### config.mk
export PLATFORM = sky130hd
export DESIGN_NAME = avg_pool_ctrl_flat
export DESIGN_NICKNAME = d
export VERILOG_FILES = /design/src/rtl/avg_pool_pkg.sv /design/src/rtl/avg_pool_ctrl_if.sv /design/src/rtl/avg_pool_addr_gen.sv /design/src/rtl/avg_pool_ctrl.sv /design/src/flat_wrapper.sv
export SDC_FILE = /design/constraint.sdc
export NUM_CORES = 1
export LEC_CHECK = 0
export ABC_AREA = 1
export CAP_MARGIN = 20
export CORE_UTILIZATION = 51
export DETAILED_ROUTE_END_ITERATION = 10
export GPL_TIMING_DRIVEN = 0
export HOLD_SLACK_MARGIN = 0.05
export PLACE_DENSITY = 0.76
export SYNTH_ARGS = -nofsm -noshare
export SYNTH_HDL_FRONTEND = slang
export SYNTH_SLANG_ARGS = --single-unit
export TNS_END_PERCENT = 20
### constraint.sdc
create_clock -name clk -period 3.78 [get_ports clk]
set_input_delay 0.378 -clock clk [delete_from_list [all_inputs] [get_ports clk]]
set_output_delay 0.378 -clock clk [all_outputs]
set_load 0.01 [all_outputs]
### src/rtl/avg_pool_pkg.sv
// Shared types and geometry helpers for the sequential average-pooling controller.
package avg_pool_pkg;

  typedef enum logic [2:0] {
    ST_IDLE  = 3'd0,
    ST_READ  = 3'd1,
    ST_DRAIN = 3'd2,
    ST_WRITE = 3'd3,
    ST_DONE  = 3'd4
  } state_e;

  function automatic int f_ow(input int w, input int kw);
    return w / kw;
  endfunction

  function automatic int f_oh(input int h, input int kh);
    return h / kh;
  endfunction

  function automatic int f_win(input int kh, input int kw);
    return kh * kw;
  endfunction

  function automatic int f_accw(input int bw, input int win);
    return bw + $clog2(win);
  endfunction

  function automatic int f_nwin(input int c, input int oh, input int ow);
    return c * oh * ow;
  endfunction

  // Counter width that stays at least one bit for a modulus of 1.
  function automatic int f_cntw(input int n);
    return (n > 1) ? $clog2(n) : 1;
  endfunction

endpackage

### src/rtl/avg_pool_ctrl_if.sv
// Start/status handshake plus input-buffer read port and output-buffer write port.
interface avg_pool_ctrl_if #(
  parameter int BITWIDTH  = 8,
  parameter int ADDRWIDTH = 12
);
  logic                 start;
  logic                 busy;
  logic                 done;
  logic                 rd_en;
  logic [ADDRWIDTH-1:0] rd_addr;
  logic [BITWIDTH-1:0]  rd_data;
  logic                 wr_en;
  logic [ADDRWIDTH-1:0] wr_addr;
  logic [BITWIDTH-1:0]  wr_data;

  modport master (
    input  start, rd_data,
    output busy, done, rd_en, rd_addr, wr_en, wr_addr, wr_data
  );

  modport slave (
    output start, rd_data,
    input  busy, done, rd_en, rd_addr, wr_en, wr_addr, wr_data
  );
endinterface

### src/rtl/avg_pool_addr_gen.sv
// Nested window/pixel counters (kx fastest, then ky; ox, oy, c) and buffer address generation.
module avg_pool_addr_gen
  import avg_pool_pkg::*;
#(
  parameter int DATAWIDTH   = 28,
  parameter int DATAHEIGHT  = 28,
  parameter int DATACHANNEL = 3,
  parameter int KWIDTH      = 2,
  parameter int KHEIGHT     = 2,
  parameter int ADDRWIDTH   = 12
) (
  input  logic                 clk,
  input  logic                 rst,
  input  logic                 i_clr,
  input  logic                 i_adv_pix,
  input  logic                 i_adv_win,
  output logic [ADDRWIDTH-1:0] o_rd_addr_nxt,
  output logic [ADDRWIDTH-1:0] o_wr_addr,
  output logic                 o_last_pixel,
  output logic                 o_last_window
);
  localparam int OW  = f_ow(DATAWIDTH, KWIDTH);
  localparam int OH  = f_oh(DATAHEIGHT, KHEIGHT);
  localparam int KXW = f_cntw(KWIDTH);
  localparam int KYW = f_cntw(KHEIGHT);
  localparam int OXW = f_cntw(OW);
  localparam int OYW = f_cntw(OH);
  localparam int CW  = f_cntw(DATACHANNEL);

  logic [KXW-1:0] r_kx, w_kx;
  logic [KYW-1:0] r_ky, w_ky;
  logic [OXW-1:0] r_ox, w_ox;
  logic [OYW-1:0] r_oy, w_oy;
  logic [CW-1:0]  r_c,  w_c;

  // Counter next-state: clear has priority, pixel and window advances wrap independently
  always_comb begin
    w_kx = r_kx;
    w_ky = r_ky;
    w_ox = r_ox;
    w_oy = r_oy;
    w_c  = r_c;
    if (i_clr) begin
      w_kx = KXW'(0);
      w_ky = KYW'(0);
      w_ox = OXW'(0);
      w_oy = OYW'(0);
      w_c  = CW'(0);
    end else begin
      if (i_adv_pix) begin
        if (r_kx == KXW'(KWIDTH - 1)) begin
          w_kx = KXW'(0);
          w_ky = (r_ky == KYW'(KHEIGHT - 1)) ? KYW'(0) : r_ky + KYW'(1);
        end else begin
          w_kx = r_kx + KXW'(1);
        end
      end else begin
        w_kx = r_kx;
      end
      if (i_adv_win) begin
        if (r_ox == OXW'(OW - 1)) begin
          w_ox = OXW'(0);
          if (r_oy == OYW'(OH - 1)) begin
            w_oy = OYW'(0);
            w_c  = (r_c == CW'(DATACHANNEL - 1)) ? CW'(0) : r_c + CW'(1);
          end else begin
            w_oy = r_oy + OYW'(1);
          end
        end else begin
          w_ox = r_ox + OXW'(1);
        end
      end else begin
        w_ox = r_ox;
      end
    end
  end

  // Counter registers
  always_ff @(posedge clk or posedge rst) begin
    if (rst) begin
      r_kx <= KXW'(0);
      r_ky <= KYW'(0);
      r_ox <= OXW'(0);
      r_oy <= OYW'(0);
      r_c  <= CW'(0);
    end else begin
      r_kx <= w_kx;
      r_ky <= w_ky;
      r_ox <= w_ox;
      r_oy <= w_oy;
      r_c  <= w_c;
    end
  end

  // Read address is taken from the next counter values so the top can register it on issue.
  assign o_rd_addr_nxt = ADDRWIDTH'(w_c) * ADDRWIDTH'(DATAHEIGHT * DATAWIDTH)
                       + (ADDRWIDTH'(w_oy) * ADDRWIDTH'(KHEIGHT) + ADDRWIDTH'(w_ky)) * ADDRWIDTH'(DATAWIDTH)
                       + ADDRWIDTH'(w_ox) * ADDRWIDTH'(KWIDTH) + ADDRWIDTH'(w_kx);

  assign o_wr_addr = ADDRWIDTH'(r_c) * ADDRWIDTH'(OH * OW)
                   + ADDRWIDTH'(r_oy) * ADDRWIDTH'(OW) + ADDRWIDTH'(r_ox);

  assign o_last_pixel  = (r_kx == KXW'(KWIDTH - 1)) && (r_ky == KYW'(KHEIGHT - 1));
  assign o_last_window = (r_ox == OXW'(OW - 1)) && (r_oy == OYW'(OH - 1))
                      && (r_c == CW'(DATACHANNEL - 1));

endmodule

### src/rtl/avg_pool_ctrl.sv
// Sequential KHEIGHT x KWIDTH average pooling: one window at a time through a shared averager.
// Optional macro AVG_POOL_ROUND_EN selects round-half-up averaging instead of truncation.
module avg_pool_ctrl
  import avg_pool_pkg::*;
#(
  parameter int BITWIDTH    = 8,
  parameter int DATAWIDTH   = 28,
  parameter int DATAHEIGHT  = 28,
  parameter int DATACHANNEL = 3,
  parameter int KWIDTH      = 2,
  parameter int KHEIGHT     = 2,
  parameter int ADDRWIDTH   = 12
) (
  input logic             clk,
  input logic             rst,
  avg_pool_ctrl_if.master bus
);
  localparam int WIN  = f_win(KHEIGHT, KWIDTH);
  localparam int ACCW = f_accw(BITWIDTH, WIN);

  state_e               r_state, w_next_state;
  logic                 w_clr, w_adv_pix, w_adv_win;
  logic                 w_last_pixel, w_last_window, w_first_rd;
  logic [ADDRWIDTH-1:0] w_rd_addr_nxt, w_wr_addr;
  logic [ACCW-1:0]      r_acc, w_sum;
  logic [BITWIDTH-1:0]  w_avg;
  logic                 r_rd_vld, r_rd_en, r_wr_en, r_busy, r_done;
  logic [ADDRWIDTH-1:0] r_rd_addr, r_wr_addr;
  logic [BITWIDTH-1:0]  r_wr_data;

  avg_pool_addr_gen #(
    .DATAWIDTH  (DATAWIDTH),
    .DATAHEIGHT (DATAHEIGHT),
    .DATACHANNEL(DATACHANNEL),
    .KWIDTH     (KWIDTH),
    .KHEIGHT    (KHEIGHT),
    .ADDRWIDTH  (ADDRWIDTH)
  ) u_addr_gen (
    .clk          (clk),
    .rst          (rst),
    .i_clr        (w_clr),
    .i_adv_pix    (w_adv_pix),
    .i_adv_win    (w_adv_win),
    .o_rd_addr_nxt(w_rd_addr_nxt),
    .o_wr_addr    (w_wr_addr),
    .o_last_pixel (w_last_pixel),
    .o_last_window(w_last_window)
  );

  // State register
  always_ff @(posedge clk or posedge rst) begin
    if (rst) begin
      r_state <= ST_IDLE;
    end else begin
      r_state <= w_next_state;
    end
  end

  // Next-state and counter control
  always_comb begin
    w_next_state = r_state;
    w_clr        = 1'b0;
    w_adv_pix    = 1'b0;
    w_adv_win    = 1'b0;
    case (r_state)
      ST_IDLE: begin
        if (bus.start) begin
          w_next_state = ST_READ;
          w_clr        = 1'b1;
        end else begin
          w_next_state = ST_IDLE;
        end
      end
      ST_READ: begin
        w_adv_pix    = 1'b1;
        w_next_state = w_last_pixel ? ST_DRAIN : ST_READ;
      end
      ST_DRAIN: w_next_state = ST_WRITE;
      ST_WRITE: begin
        w_adv_win    = 1'b1;
        w_next_state = w_last_window ? ST_DONE : ST_READ;
      end
      ST_DONE: w_next_state = ST_IDLE;
      default: w_next_state = ST_IDLE;
    endcase
  end

  assign w_first_rd = (w_next_state == ST_READ) && (r_state != ST_READ);
  assign w_sum      = r_acc + ACCW'(bus.rd_data);

`ifdef AVG_POOL_ROUND_EN
  localparam int ACCRW = ACCW + 1;
  logic [ACCRW-1:0] w_sum_rnd;
  assign w_sum_rnd = ACCRW'(w_sum) + ACCRW'(WIN / 2);
  assign w_avg     = BITWIDTH'(w_sum_rnd / ACCRW'(WIN));
`else
  assign w_avg     = BITWIDTH'(w_sum / ACCW'(WIN));
`endif

  // Accumulator: data returns one cycle after each read strobe, the last one lands in DRAIN
  always_ff @(posedge clk or posedge rst) begin
    if (rst) begin
      r_acc    <= ACCW'(0);
      r_rd_vld <= 1'b0;
    end else begin
      r_rd_vld <= r_rd_en;
      if (w_first_rd) begin
        r_acc <= ACCW'(0);
      end else if (r_rd_vld) begin
        r_acc <= w_sum;
      end else begin
        r_acc <= r_acc;
      end
    end
  end

  // Registered outputs, loaded from the upcoming state; addresses hold while strobes are low
  always_ff @(posedge clk or posedge rst) begin
    if (rst) begin
      r_rd_en   <= 1'b0;
      r_rd_addr <= ADDRWIDTH'(0);
      r_wr_en   <= 1'b0;
      r_wr_addr <= ADDRWIDTH'(0);
      r_wr_data <= BITWIDTH'(0);
      r_busy    <= 1'b0;
      r_done    <= 1'b0;
    end else begin
      r_rd_en <= (w_next_state == ST_READ);
      r_wr_en <= (w_next_state == ST_WRITE);
      r_busy  <= (w_next_state == ST_READ) || (w_next_state == ST_DRAIN)
              || (w_next_state == ST_WRITE);
      r_done  <= (w_next_state == ST_DONE);
      if (w_next_state == ST_READ) begin
        r_rd_addr <= w_rd_addr_nxt;
      end else begin
        r_rd_addr <= r_rd_addr;
      end
      if (w_next_state == ST_WRITE) begin
        r_wr_addr <= w_wr_addr;
        r_wr_data <= w_avg;
      end else begin
        r_wr_addr <= r_wr_addr;
        r_wr_data <= r_wr_data;
      end
    end
  end

  assign bus.rd_en   = r_rd_en;
  assign bus.rd_addr = r_rd_addr;
  assign bus.wr_en   = r_wr_en;
  assign bus.wr_addr = r_wr_addr;
  assign bus.wr_data = r_wr_data;
  assign bus.busy    = r_busy;
  assign bus.done    = r_done;

endmodule

### src/flat_wrapper.sv
// flat-port wrapper written by rule: the top's interface ports become plain ports
module avg_pool_ctrl_flat import avg_pool_pkg::*;
#(
  parameter int BITWIDTH    = 8,
  parameter int DATAWIDTH   = 28,
  parameter int DATAHEIGHT  = 28,
  parameter int DATACHANNEL = 3,
  parameter int KWIDTH      = 2,
  parameter int KHEIGHT     = 2,
  parameter int ADDRWIDTH   = 12
)
  (clk, rst, bus_start, bus_rd_data, bus_busy, bus_done, bus_rd_en, bus_rd_addr, bus_wr_en, bus_wr_addr, bus_wr_data);
  avg_pool_ctrl_if #(.BITWIDTH(BITWIDTH), .ADDRWIDTH(ADDRWIDTH)) bus_i ();
  input logic clk;
  input logic rst;
  input wire logic [$bits(bus_i.start)-1:0] bus_start;
  input wire logic [$bits(bus_i.rd_data)-1:0] bus_rd_data;
  output wire logic [$bits(bus_i.busy)-1:0] bus_busy;
  output wire logic [$bits(bus_i.done)-1:0] bus_done;
  output wire logic [$bits(bus_i.rd_en)-1:0] bus_rd_en;
  output wire logic [$bits(bus_i.rd_addr)-1:0] bus_rd_addr;
  output wire logic [$bits(bus_i.wr_en)-1:0] bus_wr_en;
  output wire logic [$bits(bus_i.wr_addr)-1:0] bus_wr_addr;
  output wire logic [$bits(bus_i.wr_data)-1:0] bus_wr_data;
  assign bus_i.start = bus_start;
  assign bus_i.rd_data = bus_rd_data;
  assign bus_busy = bus_i.busy;
  assign bus_done = bus_i.done;
  assign bus_rd_en = bus_i.rd_en;
  assign bus_rd_addr = bus_i.rd_addr;
  assign bus_wr_en = bus_i.wr_en;
  assign bus_wr_addr = bus_i.wr_addr;
  assign bus_wr_data = bus_i.wr_data;
  avg_pool_ctrl #(.BITWIDTH(BITWIDTH), .DATAWIDTH(DATAWIDTH), .DATAHEIGHT(DATAHEIGHT), .DATACHANNEL(DATACHANNEL), .KWIDTH(KWIDTH), .KHEIGHT(KHEIGHT), .ADDRWIDTH(ADDRWIDTH)) u_core (.clk(clk), .rst(rst), .bus(bus_i));
endmodule
==> tab_implementation.tex, run 1 <==
\begin{tabular}{lr}
\hline
Metric & Value \\
\hline
\multicolumn{2}{l}{\textbf{STA}} \\
Final number of max-transition violations & 0 \\
Setup-violating endpoint count in the final report & 0 \\
Unrepaired setup endpoints after global routing & yes \\
Relative max-transition margin & 62.8\% \\
Maximum operating frequency & 265 MHz \\
Min Clock Period, post-route & about 3800 ps \\
Largest clock skew in the final design & 12.6 ps \\
Final number of hold-violating endpoints & 0 \\
Post-route setup TNS & 0 ps \\
Final Cycle Share & 100\% \\
Transition time at the pin with the least slew margin & 558 ps \\
\multicolumn{2}{l}{\textbf{Clock tree}} \\
CTS clk-pin slew, worst paths & 80 ps \\
Hold buffer count at cts & 0 \\
Clock tree from TritonCTS & done \\
Htree depth & 3 \\
Cts bufs inserted & 9 \\
CTS root buf & sky130\_fd\_sc\_hd\_\_clkbuf\_8 \\
Number of sinks driven by the clock tree & 61 \\
Source-to-sink clock delay at the later pin of the worst-skew pair & 350 ps \\
Maximum root-to-sink buffer count & 2 \\
\multicolumn{2}{l}{\textbf{Placement}} \\
HPWL after DPL & 6.28 mm \\
Final Wtd Congestion & roughly 0.84 \\
Count of input and output buffers & 45 \\
\multicolumn{2}{l}{\textbf{Yosys}} \\
Cell area after synthesis & approximately 4100 sq um \\
Synth warnings & 0 \\
Most area-consuming cells after synthesis & sky130\_fd\_sc\_hd\_\_dfrtp\_1, sky130\_fd\_sc\_hd\_\_ha\_1, sky130\_fd\_sc\_hd\_\_nand2\_1 \\
Sequential fraction of the synthesis area & a little under two fifths \\
Area share of the largest cell type after synthesis & 37.4\% \\
Top cell type by total area after synthesis & sky130\_fd\_sc\_hd\_\_dfrtp\_1 \\
Post-synth EDFFs & 0 \\
Most frequently used flop master after synthesis & sky130\_fd\_sc\_hd\_\_dfrtp\_1 \\
Total nets after synthesis & 558 \\
Cell variety after synth & 32 \\
Register bit total from synthesis & 61 \\
Most instantiated cells after synthesis & sky130\_fd\_sc\_hd\_\_nand2\_1, sky130\_fd\_sc\_hd\_\_dfrtp\_1, sky130\_fd\_sc\_hd\_\_inv\_1 \\
Mapped Cells & 482 \\
Fraction of registers with async set/reset & 100\% \\
Average footprint of a synthesized cell & 8.47 sq um \\
Top-count cell post-synth & sky130\_fd\_sc\_hd\_\_nand2\_1 \\
\multicolumn{2}{l}{\textbf{Drt}} \\
Post-DR vias/cell & between 4 and 5 \\
Routed wire per std cell & between 10 and 15 um \\
Remaining design rule violation count & 0 \\
Initial DRC Count & about 110 \\
Number of search-and-repair iterations in the first detailed-routing pass & 4 \\
Total vias in the final route & 3364 \\
Routed Wire Length & 8.80 mm \\
Antenna-violating nets left & 0 \\
\multicolumn{2}{l}{\textbf{Critical path}} \\
Worst endpoint data arrival time & $\sim$4000 ps \\
Required @ worst endpoint & between 4000 and 5000 ps \\
Startpoint type of the worst setup path & flop \\
Critical Setup Path Class & reg -> reg \\
Kind of end point of the critical path & flop \\
Largest driver fanout on the critical path & 7 \\
\multicolumn{2}{l}{\textbf{Floorplanning}} \\
Horiz. Die Dim & 91.5 um \\
Row count & 32 \\
Starting Density & between 50\% and 60\% \\
Die area & 8360 sq um \\
Num ports & 47 \\
Die Y-Extent & 91.5 um \\
Floorplan core area & 7730 sq um \\
\multicolumn{2}{l}{\textbf{Global route}} \\
Total global-route track usage & between 20\% and 30\% \\
Wire length of the first global-routing pass & 15.4 mm \\
Congestion Overflow GR & 0 \\
Via count of the first global-routing pass & 3464 \\
Initial antenna violation count & 0 \\
Pin count of the biggest net entering global routing & 45 \\
\multicolumn{2}{l}{\textbf{Power}} \\
Static leakage & 2.78 nW \\
Pwr dens & 360 nW/um\^{}2 \\
Tot Pwr & about 0.0019 W \\
Worst IR drop on VDD & 0.227 mV \\
\multicolumn{2}{l}{\textbf{Worst hold path}} \\
Classification of the worst-slack hold path & in -> async \\
\multicolumn{2}{l}{\textbf{Status}} \\
Outcome & finished clean \\
\multicolumn{2}{l}{\textbf{Cells and area}} \\
Layout Nets & around 650 \\
Share of cells above drive strength 1 & 18.8\% \\
Filler Cell Count & 615 \\
Synth-to-layout area growth & 29.9\% \\
Antenna cells & 0 \\
\multicolumn{2}{l}{\textbf{Flow run}} \\
MaxCap Viol Count & 0 \\
\hline
\end{tabular}
==> flip-flops by register name, summed over array words and instances, names as in the netlist, 2 cells and up <==
signal / count
u_core.r_state: 3
u_core.bus.rd_addr: 12
u_core.u_addr_gen.r_c: 2
u_core.bus.wr_data: 8
u_core.r_acc: 10
u_core.bus.wr_addr: 11
u_core.u_addr_gen.r_oy: 4
u_core.u_addr_gen.r_ox: 4
==> placed cells by master, fill, tap and decap left out, drive strengths merged <==
cell type,count
nand2,162
inv,65
dfrtp,61
ha,50
clkdlybuf4s50,45
buf,34
nand3,32
a21oi,19
nor2,19
fa,15
xor2,14
o21ai,13
clkbuf,12
xnor2,6
clkinv,6
nand4,3
o21bai,3
or2,3
nor3,3
nand3b,2
and2,1
a31o,1
nor4,1
a211oi,1
o211ai,1
a21o,1
a31oi,1
conb,1
==> what timing repair did <==
item / 4_1_cts / 5_1_grt
setup endpoints to repair: 7 / 5
resized for setup: 21 / 10
setup buffers: 25 / 6
pin swaps: 6 / 10
==> where the power goes <==
| group | switching (W) | internal (W) | total [W] |
|---|---|---|---|
| Sequential | 0.0000556 | 0.000750 | 0.000806 |
| Clock | 0.000278 | 0.000239 | 0.000517 |
| Combinational | 0.000326 | 0.000261 | 0.000587 |
==> layer usage <==
layer	global-route usage (%)	part of all wire, %
met5	0	0
met1	29.5	45
met2	39.5	50
met4	8.86	1.9
met3	3.85	3.3
==> cell type report <==
cell class                 instances  area, sq um  share of cell area, %
timing repair buffer              77          711                   13.4
buffer                             5         23.8                  0.448
clock buffer                       9          124                   2.34
tap                              102          128                   2.41
sequential                        61         1530                   28.9
multi-input combinational        352         2490                   47.0
inverter                          64          240                   4.53
clock inverter                     7         50.0                  0.944
==> metrics by stage <==
stage          hold WS [ps]  cell area [sq um]  setup slack [ps]  cells  utilization, %
6_report                340               5300             0.261    677            68.6
5_1_grt                 372               5300              -214    677            68.6
4_1_cts                 358               5230            -0.643    671            67.6
3_5_place_dp            371               4800              -471    630            62.2
3_3_place_gp            364               4780              -376    629            61.9
2_1_floorplan           416               4210             -39.2    482               -
==> path summary, 6_finish.rpt <==
| kind | start | to | slack (ps) | cells past startpoint |
|---|---|---|---|---|
| setup / recovery | u_core.r_state[2] | u_core.bus.rd_addr[8] | 0.3 | 18 |
| hold reg to reg | u_core.bus.rd_en | u_core.r_rd_vld | 380 | 0 |
| max in group asynchronous | rst | u_core.u_addr_gen.r_oy[0] | 2850 | 3 |
| setup reg to reg | u_core.r_state[2] | u_core.bus.rd_addr[8] | 0.3 | 18 |
| min in group clk | u_core.bus.rd_en | u_core.r_rd_vld | 380 | 0 |
| hold / removal | rst | u_core.r_acc[1] | 340 | 2 |
==> critical path: stages, from the launching register on <==
cell,delay [ps]
sky130_fd_sc_hd__dfrtp_1,390
sky130_fd_sc_hd__inv_2,80
sky130_fd_sc_hd__nand3_4,70
sky130_fd_sc_hd__nor4_4,140
sky130_fd_sc_hd__buf_6,180
sky130_fd_sc_hd__xnor2_1,90
sky130_fd_sc_hd__nor2_2,230
sky130_fd_sc_hd__fa_1,500
sky130_fd_sc_hd__ha_4,200
sky130_fd_sc_hd__fa_1,590
sky130_fd_sc_hd__ha_4,220
sky130_fd_sc_hd__ha_4,250
sky130_fd_sc_hd__a21oi_1,120
sky130_fd_sc_hd__nand2_1,90
sky130_fd_sc_hd__nand2_1,60
sky130_fd_sc_hd__nand2_1,70
sky130_fd_sc_hd__nand2_1,80
sky130_fd_sc_hd__xor2_1,190
sky130_fd_sc_hd__o21ai_0,100
==> logic make-up (layout without fill, tap and decap cells) <==
group                    after synthesis  count (layout)  synth area share [%]
other                                  1               1                0.0919
AO/OA/AOI/OAI                         40              40                  5.40
XOR/XNOR                              20              20                  4.29
buffers and inverters                 69             162                  6.47
adder cells (fa/ha/maj)               65              65                  22.7
flip-flops                            61              61                  37.4
AND/OR/NAND/NOR                      226             226                  23.7
Power figures use the tool's default switching activity.
==> run 2, diff against run 1 <==
--- a/config.mk
+++ b/config.mk
@@ -7,11 +7,10 @@
 export LEC_CHECK = 0
 export ABC_AREA = 1
 export CAP_MARGIN = 20
-export CORE_UTILIZATION = 51
+export CORE_UTILIZATION = 57
 export DETAILED_ROUTE_END_ITERATION = 10
-export GPL_TIMING_DRIVEN = 0
 export HOLD_SLACK_MARGIN = 0.05
-export PLACE_DENSITY = 0.76
+export PLACE_DENSITY = 0.8
 export SYNTH_ARGS = -nofsm -noshare
 export SYNTH_HDL_FRONTEND = slang
 export SYNTH_SLANG_ARGS = --single-unit
==> constraint.sdc (replaced) <==
create_clock -name clk -period 4.2 [get_ports clk]
set_input_delay 0.42 -clock clk [delete_from_list [all_inputs] [get_ports clk]]
set_output_delay 0.42 -clock clk [all_outputs]
set_load 0.01 [all_outputs]
==> run 2 against run 1 <==
- register-to-register slack improved by 160 ps
- critical path depth increased by 5
- sequential power decreased by 9.4%
- final cell count decreased by 3.5%
- die area decreased by 10%
- power decreased by 6.5%
- global-route usage increased by 2.0 points
- fmax decreased by 6.4%
- via count decreased by 0.39%
- sequential share of layout area increased by 1.3 points
- utilization increased by 5.0 points
- critical path type unchanged
- critical endpoint is now u_core.bus.rd_addr[10]
==> tab_implementation.tex, run 2 (synthesis gave the netlist of run 1 again) <==
\begin{tabular}{lr}
\hline
Metric & Value \\
\hline
\multicolumn{2}{l}{\textbf{Floorplanning}} \\
Die area & 7500 sq um (-10\%) \\
Starting Density & 59.4\% (+6.6 points) \\
Row count & 30 (-6.3\%) \\
Horiz. Die Dim & 86.6 um (-5.3\%) \\
Num ports & 47 (unchanged) \\
Die Y-Extent & 86.6 um (-5.3\%) \\
Floorplan core area & 6870 sq um (-11\%) \\
\multicolumn{2}{l}{\textbf{Clock tree}} \\
Number of sinks driven by the clock tree & 61 (unchanged) \\
CTS clk-pin slew, worst paths & 80 ps (about the same) \\
CTS root buf & sky130\_fd\_sc\_hd\_\_clkbuf\_8 \\
Cts bufs inserted & 9 (unchanged) \\
Hold buffer count at cts & 0 (unchanged) \\
Source-to-sink clock delay at the later pin of the worst-skew pair & 350 ps (about the same) \\
Htree depth & 3 (unchanged) \\
Maximum root-to-sink buffer count & 2 (unchanged) \\
Clock tree from TritonCTS & done \\
\multicolumn{2}{l}{\textbf{Global route}} \\
Initial antenna violation count & 0 (unchanged) \\
Pin count of the biggest net entering global routing & 38 (-16\%) \\
Congestion Overflow GR & 0 (unchanged) \\
Total global-route track usage & 25.3\% (+2.0 points) \\
Via count of the first global-routing pass & 3240 (-6.5\%) \\
Wire length of the first global-routing pass & 14.5 mm (-5.9\%) \\
\multicolumn{2}{l}{\textbf{Drt}} \\
Number of search-and-repair iterations in the first detailed-routing pass & 5 (+1) \\
Antenna-violating nets left & 0 (unchanged) \\
Initial DRC Count & 143 (+27\%) \\
Routed Wire Length & 8.78 mm (-0.27\%) \\
Routed wire per std cell & 13.4 um (+3.4\%) \\
Post-DR vias/cell & 5.13 (+3.3\%) \\
Total vias in the final route & 3351 (-0.39\%) \\
Remaining design rule violation count & 0 (unchanged) \\
\multicolumn{2}{l}{\textbf{Power}} \\
Switching component of the power & 0.000602 W (-8.6\%) \\
Part of the power in registers & 40.9\% (-1.3 points) \\
Tot Pwr & 0.00179 W (-6.5\%) \\
Pwr dens & 353 nW/um\^{}2 (-1.9\%) \\
Total internal power & 0.00118 W (-5.4\%) \\
Power share of the combinational group & 29.7\% (-1.0 points) \\
Worst IR drop on VDD & 0.200 mV (-12\%) \\
Switching share of power & 33.7\% (-0.79 points) \\
Static leakage & 2.70 nW (-3.0\%) \\
Clock power share & 29.4\% (+2.3 points) \\
\multicolumn{2}{l}{\textbf{Critical path}} \\
Required @ worst endpoint & 4440 ps (+430 ps) \\
R2r setup slk & 160 ps (+160 ps) \\
Kind of end point of the critical path & flop \\
Critical Setup Path Class & reg -> reg \\
Largest driver fanout on the critical path & 7 (unchanged) \\
Worst endpoint data arrival time & 4280 ps (+270 ps) \\
Startpoint type of the worst setup path & flop \\
\multicolumn{2}{l}{\textbf{Cells and area}} \\
Synth-to-layout area growth & 23.9\% \\
Share of cells above drive strength 1 & 12.0\% (-6.8 points) \\
Commonest non-fill, non-tap cell in the layout & sky130\_fd\_sc\_hd\_\_nand2\_1 \\
Leading cell types in the layout, fill and taps excluded & sky130\_fd\_sc\_hd\_\_nand2\_1, sky130\_fd\_sc\_hd\_\_dfrtp\_1, sky130\_fd\_sc\_hd\_\_inv\_1 \\
Max FFs per register & 12 (unchanged) \\
Antenna cells & 0 (unchanged) \\
Final non-filler cell total & 653 (-3.5\%) \\
Layout Nets & 628 (-2.8\%) \\
\multicolumn{2}{l}{\textbf{STA}} \\
Transition time at the pin with the least slew margin & 806 ps (+248 ps) \\
Final Cycle Share & 96.1\% (-3.9 points) \\
Relative max-transition margin & 46.2\% (-17 points) \\
Final number of max-transition violations & 0 (unchanged) \\
Min Clock Period, post-route & 4040 ps (+257 ps) \\
Maximum operating frequency & 248 MHz (-6.4\%) \\
Post-layout worst setup margin & 163 ps (+163 ps) \\
Final number of hold-violating endpoints & 0 (unchanged) \\
Post-route setup TNS & 0 ps (unchanged) \\
Setup-violating endpoint count in the final report & 0 (unchanged) \\
Largest clock skew in the final design & 12.1 ps (-0.492 ps) \\
Unrepaired setup endpoints after global routing & yes \\
\multicolumn{2}{l}{\textbf{Worst hold path}} \\
Classification of the worst-slack hold path & reg -> reg \\
\multicolumn{2}{l}{\textbf{Placement}} \\
Number of cells in the design after placement & 634 (+0.63\%) \\
HPWL after DPL & 6.61 mm (+5.2\%) \\
Final Wtd Congestion & 0.828 (-2.1\%) \\
Count of input and output buffers & 45 (unchanged) \\
Worst slack at placement & 0.0639 ps (+471 ps) \\
\multicolumn{2}{l}{\textbf{Status}} \\
Outcome & finished clean \\
\multicolumn{2}{l}{\textbf{Flow run}} \\
MaxCap Viol Count & 0 (unchanged) \\
\hline
\end{tabular}
## run 2: final cells by class
cell class | instances | area, sq um
Fill cell | 519 | 1810
Clock buffer | 9 | 124
Sequential cell | 61 | 1530
Inverter | 64 | 240
Tap cell | 96 | 120
Multi-Input combinational cell | 352 | 2380
Timing Repair Buffer | 64 | 593
Clock inverter | 7 | 73.8
## run 2: critical path, cell delays in order, from the launching register on
cell                       delay [ps]
sky130_fd_sc_hd__dfrtp_1          420
sky130_fd_sc_hd__inv_2            110
sky130_fd_sc_hd__nand3_4           90
sky130_fd_sc_hd__nor4_4           240
sky130_fd_sc_hd__buf_4            190
sky130_fd_sc_hd__nand2_2           70
sky130_fd_sc_hd__nand2_2           90
sky130_fd_sc_hd__a211oi_2          40
sky130_fd_sc_hd__buf_4            160
sky130_fd_sc_hd__buf_4            130
sky130_fd_sc_hd__fa_2             600
sky130_fd_sc_hd__ha_1             240
sky130_fd_sc_hd__nand3_1          100
sky130_fd_sc_hd__nand3_1          100
sky130_fd_sc_hd__a21oi_1          170
sky130_fd_sc_hd__o21bai_1          90
sky130_fd_sc_hd__ha_1             320
sky130_fd_sc_hd__ha_4             300
sky130_fd_sc_hd__nand2_1           50
sky130_fd_sc_hd__nand3b_1         170
sky130_fd_sc_hd__nand2_1           70
sky130_fd_sc_hd__nand2_1           40
sky130_fd_sc_hd__nand3_1           60
sky130_fd_sc_hd__nand2_1           50
## run 2: power groups by stage
stage | Sequential (W) | Combinational, W | Clock (W)
3_5_place_dp | 0.000738 | 0.000527 | 0
4_1_cts | 0.000727 | 0.000532 | 0.000534
3_3_place_gp | 0.000734 | 0.000501 | 0
5_1_grt | 0.000737 | 0.000603 | 0.000562
6_report | 0.000730 | 0.000531 | 0.000525
2_1_floorplan | 0.000745 | 0.000341 | 0
## run 2: what timing repair did
action,4_1_cts,5_1_grt
gates cloned,0,0
resized for setup,1,15
buffers inserted,2,1
hold endpoints to repair,0,0
pin swaps,1,2
setup endpoints to repair,1,6
## run 2: routing by layer
metal | track usage, % | share of wire, %
met5 | 0 | 0
met2 | 44.2 | 50
met4 | 11.7 | 2.3
met1 | 30.6 | 44
met3 | 4.19 | 4.2
## run 2: worst paths after layout
| check | end | depth (start not counted) | startpoint |
|---|---|---|---|
| worst max-delay path | u_core.bus.rd_addr[10] | 23 | u_core.r_state[2] |
| worst min-delay path | u_core.r_rd_vld | 0 | u_core.bus.rd_en |
| worst max register to register | u_core.bus.rd_addr[10] | 23 | u_core.r_state[2] |
| worst min register to register | u_core.r_rd_vld | 0 | u_core.bus.rd_en |
| max in group asynchronous | u_core.bus.wr_data[5] | 3 | rst |
| min in group asynchronous | u_core.r_acc[0] | 2 | rst |
## run 2: per-stage QoR
step                      area (sq um)  utilization, %  hold slack (ps)
after floorplan                   4080               -              416
after global placement            4750            69.1              361
after detailed placement          4750            69.1              379
after CTS                         4960            72.2              396
after global routing              5050            73.6              414
final                             5050            73.6              387
